$ cat config.mk
export PLATFORM = sky130hd
export DESIGN_NAME = fetch_sequencer
export DESIGN_NICKNAME = d
export VERILOG_FILES = /design/src/rtl/fetch_sequencer.sv
export SDC_FILE = /design/constraint.sdc
export NUM_CORES = 1
export LEC_CHECK = 0
export ABC_AREA = 0
export CORE_MARGIN = 4
export CORE_UTILIZATION = 45
export CTS_BUF_LIST = sky130_fd_sc_hd__clkbuf_8
export DETAILED_ROUTE_END_ITERATION = 16
export PLACE_DENSITY = 0.79
export SLEW_MARGIN = 20
export SYNTH_ARGS = -nofsm -noshare
export SYNTH_HDL_FRONTEND = slang
export SYNTH_SLANG_ARGS = --single-unit
$ cat constraint.sdc
create_clock -name clock -period 4.6 [get_ports clock]
set_clock_uncertainty 0.1 [all_clocks]
set_input_delay 0.46 -clock clock [delete_from_list [all_inputs] [get_ports clock]]
set_output_delay 0.46 -clock clock [all_outputs]
set_load 0.05 [all_outputs]
$ cat src/rtl/fetch_sequencer.sv
// Front-end fetch sequencer for the 8-bit nRisc pipeline: owns the PC, issues one
// word per cycle, sequences two-word LI, parks on JMP and flushes after a redirect.
module fetch_sequencer #(
  parameter int                    PC_WIDTH     = 8,
  parameter logic [PC_WIDTH-1:0]   RESET_PC     = '0,
  parameter int                    FLUSH_CYCLES = 2,
  parameter logic [2:0]            OP_LI        = 3'b011,
  parameter logic [2:0]            OP_JMP       = 3'b111
) (
  input  logic                clock,
  input  logic                reset,
  input  logic                stall,
  input  logic [7:0]          instr_in,
  input  logic                jump_taken,
  input  logic [PC_WIDTH-1:0] jump_target,
  output logic [PC_WIDTH-1:0] pc,
  output logic [7:0]          instr_out,
  output logic                instr_valid,
  output logic                imm_valid,
  output logic                jumped,
  output logic [1:0]          dbg_state
);

  typedef enum logic [1:0] {
    S_FETCH = 2'd0,
    S_IMM   = 2'd1,
    S_JWAIT = 2'd2,
    S_FLUSH = 2'd3
  } state_e;

  localparam int CNT_W = (FLUSH_CYCLES > 1) ? $clog2(FLUSH_CYCLES) : 1;
  localparam logic [CNT_W-1:0] FLUSH_LOAD = CNT_W'(FLUSH_CYCLES - 1);

  state_e              state_q, state_d;
  logic [PC_WIDTH-1:0] pc_q, pc_d;
  logic [7:0]          instr_out_q, instr_out_d;
  logic                instr_valid_q, instr_valid_d;
  logic                imm_valid_q, imm_valid_d;
  logic                jumped_q, jumped_d;
  logic [CNT_W-1:0]    cnt_q, cnt_d;
  logic [2:0]          opcode;

  assign opcode = instr_in[7:5];

  // Handshake: stall is the inverted downstream ready. While stall=1 in FETCH/IMM
  // the issued word and its valid flags are held, so decode sees the same beat
  // until it accepts; JWAIT/FLUSH emit bubbles and never wait on stall.
  always_comb begin
    state_d       = state_q;
    pc_d          = pc_q;
    instr_out_d   = instr_out_q;
    instr_valid_d = instr_valid_q;
    imm_valid_d   = imm_valid_q;
    cnt_d         = cnt_q;
    jumped_d      = 1'b0;

    if (jump_taken) begin
      // A resolved jump overrides everything; the word on instr_in is dropped.
      pc_d          = jump_target;
      instr_valid_d = 1'b0;
      imm_valid_d   = 1'b0;
      cnt_d         = FLUSH_LOAD;
      jumped_d      = 1'b1;
      state_d       = S_FLUSH;
    end else begin
      case (state_q)
        S_FETCH: begin
          if (!stall) begin
            instr_out_d   = instr_in;
            instr_valid_d = 1'b1;
            imm_valid_d   = 1'b0;
            pc_d          = pc_q + PC_WIDTH'(1);
            if (opcode == OP_LI) begin
              state_d = S_IMM;
            end else if (opcode == OP_JMP) begin
              state_d = S_JWAIT;
            end
          end
        end
        S_IMM: begin
          if (!stall) begin
            instr_out_d   = instr_in;
            instr_valid_d = 1'b0;
            imm_valid_d   = 1'b1;
            pc_d          = pc_q + PC_WIDTH'(1);
            state_d       = S_FETCH;
          end
        end
        S_JWAIT: begin
          instr_valid_d = 1'b0;
          imm_valid_d   = 1'b0;
        end
        S_FLUSH: begin
          instr_valid_d = 1'b0;
          imm_valid_d   = 1'b0;
          if (cnt_q == '0) begin
            state_d = S_FETCH;
          end else begin
            cnt_d = cnt_q - CNT_W'(1);
          end
        end
        default: state_d = S_FETCH;
      endcase
    end
  end

  always_ff @(posedge clock) begin
    if (reset) begin
      state_q       <= S_FETCH;
      pc_q          <= RESET_PC;
      instr_out_q   <= 8'h00;
      instr_valid_q <= 1'b0;
      imm_valid_q   <= 1'b0;
      jumped_q      <= 1'b0;
      cnt_q         <= '0;
    end else begin
      state_q       <= state_d;
      pc_q          <= pc_d;
      instr_out_q   <= instr_out_d;
      instr_valid_q <= instr_valid_d;
      imm_valid_q   <= imm_valid_d;
      jumped_q      <= jumped_d;
      cnt_q         <= cnt_d;
    end
  end

  assign pc          = pc_q;
  assign instr_out   = instr_out_q;
  assign instr_valid = instr_valid_q;
  assign imm_valid   = imm_valid_q;
  assign jumped      = jumped_q;
  assign dbg_state   = state_q;

endmodule

==> summary.txt <==
Run status
  – Status: completed

CTS
  – Num CTS Buffers: 3
  – Worst-Skew Late Latency: 0.26 ns
  – H-tree depth: 1
  – Clock Pin Slew Worst Setup and Hold Paths: 0.08 ns
  – Hold_buf cts: 0
  – Max clock buf depth: 2
  – Post-CTS Resized: 0
  – Setup bufs post-CTS: 0
  – CTS Sinks: 22
  – CTS tree: yes
  – Clk root buf: clkbuf_8

Global routing
  – Initial antenna violation count: 0
  – Total congestion overflow: 0
  – First-pass GRT wire length: 4500 um
  – Vias in the first global route: 1084
  – Largest net degree at the start of global routing: 27
  – GR Util All Layers: 0.171

Power
  – PD cells: 319 nW/um^2
  – Final Power: 477 uW
  – Worst IR Drop VDD: 0.000201 V
  – P_leak: 0.515 nW

Placement
  – Dpl hpwl: 1940 um
  – IO Port Bufs: 40
  – Placed Cells: 185
  – RD Place Congestion: 0.840

Synthesis
  – Cells after Synth: 126
  – Post-synthesis sequential area ratio: 0.417
  – FF+latch count, synth: 22
  – Post-Syn Area per Cell: 8.38 um^2
  – Syn Nets: 147
  – Synth warnings: 0
  – Mapped Area: 1060 um^2
  – Yosys cell types: 36

STA
  – Worst Tran Pin Value: 0.913 ns
  – Fmax: 0.426 GHz
  – Tmin final: 2.35 ns
  – Final hold vios: 0
  – Final Setup Violations: 0
  – Pins Over Slew Limit: 0
  – Final period utilization: 0.510
  – Final setup TNS: 0 ns
  – Slew headroom: 0.390
  – Hold_ws: 0.367 ns
  – Unrepaired setup endpoints after global routing: false

Layout
  – FILL cells: 183
  – Layout area overhead: 41.5%
  – Fin cells: 189
  – Antenna fix cells: 0
  – Post-layout util: 0.669
  – Layout cells sized above 1: 0.0373
  – Nets: 183

Floorplanning
  – Cell row count: 17
  – DIE WIDTH: 56.4 um
  – Starting density of the core: 0.473
  – Top Ports: 41
  – Core ar.: 2230 um^2
  – Die Area: 3190 um^2
  – Die H: 56.4 um

Worst setup path
  – Max FO, Critical Path: 16
  – Startpoint Class: register
  – CP delay by family, top: buffers and inverters
  – Crit-path cells: clkdlybuf4s50_1
  – Worst Setup Path Type: register to primary output
  – Buf+Inv Stages, Crit Path: 1
  – WP data required: 4.04 ns
  – Slowest cell on the critical path: clkdlybuf4s50_1
  – Critical Path Max Stage Delay: 0.90 ns
  – CP endpoint kind: primary output
  – Crit path DAT: 1.79 ns

Detailed routing
  – Antenna-violating nets left: 0
  – Vias: 1058
  – Vias per inst: 5.60
  – Routed WL per cell: 14.3 um
  – Starting DRT DRC Count: 19
  – WL final: 2700 um
  – DRC: 0
  – Drt pass-1 iters: 4

Worst hold path
  – Worst Hold Class: register to register

Run
  – Max-cap violations: 0
routing by layer:
metal	part of all wire	GRT usage	vias to the layer above
met5	0	0	-
met4	0.0044	0.0610	0
met3	0.056	0.0345	2
met2	0.51	0.314	36
met1	0.43	0.193	495
li1	-	-	525
cell families after synthesis:
| family | count (synthesis) | synth area share |
|---|---|---|
| AO/OA/AOI/OAI | 35 | 0.232 |
| XOR/XNOR | 2 | 0.0166 |
| adder cells (fa/ha/maj) | 1 | 0.0118 |
| buffers and inverters | 15 | 0.0711 |
| flip-flops | 22 | 0.417 |
| multiplexers | 2 | 0.0190 |
| AND/OR/NAND/NOR | 49 | 0.232 |
through the flow:
step                      cell area [um^2]  setup slack (ns)
after global placement                1440              2.10
after floorplan                       1060              2.82
final                                 1490              2.25
after CTS                             1490              2.26
after detailed placement              1440              2.05
after global routing                  1490              2.19
flip-flops by register name, summed over array words and instances, names as in the netlist:
| signal | flops |
|---|---|
| jumped | 1 |
| pc | 8 |
| dbg_state | 2 |
| cnt_q | 1 |
| instr_valid | 1 |
| imm_valid | 1 |
| instr_out | 8 |
layout make-up:
cell class	instances	area [um^2]	share of cell area
Sequential cell	22	440	0.295
Multi-Input combinational cell	89	541	0.362
Clock buffer	4	55.1	0.0369
Inverter	6	22.5	0.0151
Timing Repair Buffer	40	400	0.268
Tap cell	28	35.0	0.0235
cell usage in the layout, fill, tap and decap left out, drive strengths merged, types with 2 or more instances in the layout:
cell / n
clkdlybuf4s50: 40
dfxtp: 22
nand2: 20
a21oi: 11
nor2: 8
inv: 6
o21ai: 6
a311oi: 5
or3: 4
clkbuf: 4
nand2b: 3
nand3: 3
a211o: 2
mux2i: 2
nor4: 2
a221oi: 2
xnor2: 2
a211oi: 2
nor3: 2
synthesized netlist by cell type:
master	instances	share of area
a211oi_1	2	0.014
xnor2_1	2	0.017
o31a_1	1	0.0083
inv_1	6	0.021
nor2b_1	1	0.0059
or3b_2	1	0.0083
nand4bb_1	1	0.011
or3_1	4	0.024
clkbuf_1	6	0.021
mux2i_1	2	0.019
a311oi_1	5	0.041
nor3_2	1	0.0095
buf_6	2	0.021
nand3b_1	1	0.0071
nor3_1	1	0.0047
nand2_1	20	0.071
o311ai_1	1	0.0083
a311o_1	1	0.0095
dfxtp_1	22	0.42
a221o_1	1	0.0095
a221oi_1	2	0.017
o2111ai_1	1	0.0083
a211o_1	2	0.017
a21oi_1	11	0.052
o21ai_0	6	0.028
nand2b_1	3	0.018
nand4_1	1	0.0059
buf_4	1	0.0071
nor3b_1	1	0.0071
o2111a_1	1	0.011
nor4_1	2	0.012
or2_0	1	0.0059
nand3_1	3	0.014
nor2_1	8	0.028
o221ai_1	1	0.0083
ha_1	1	0.012
report_power, final:
part / total, mW / switching [mW] / internal, mW
logic: 0.120 / 0.0714 / 0.0489
clock network: 0.139 / 0.0631 / 0.0762
registers: 0.217 / 0.0149 / 0.202
worst paths after layout:
path                                    end  cells past startpoint                       from  slack, ns
setup / recovery               dbg_state[1]                      1  dbg_state[1]$_SDFFE_PP0P_       2.25
hold / removal    instr_out[7]$_SDFFE_PP0P_                      2  instr_out[7]$_SDFFE_PP0P_       0.37
setup reg to reg         pc[6]$_SDFFE_PP0P_                      3  dbg_state[1]$_SDFFE_PP0P_       2.83
hold reg to reg   instr_out[7]$_SDFFE_PP0P_                      2  instr_out[7]$_SDFFE_PP0P_       0.37
Power figures use the tool's default switching activity.
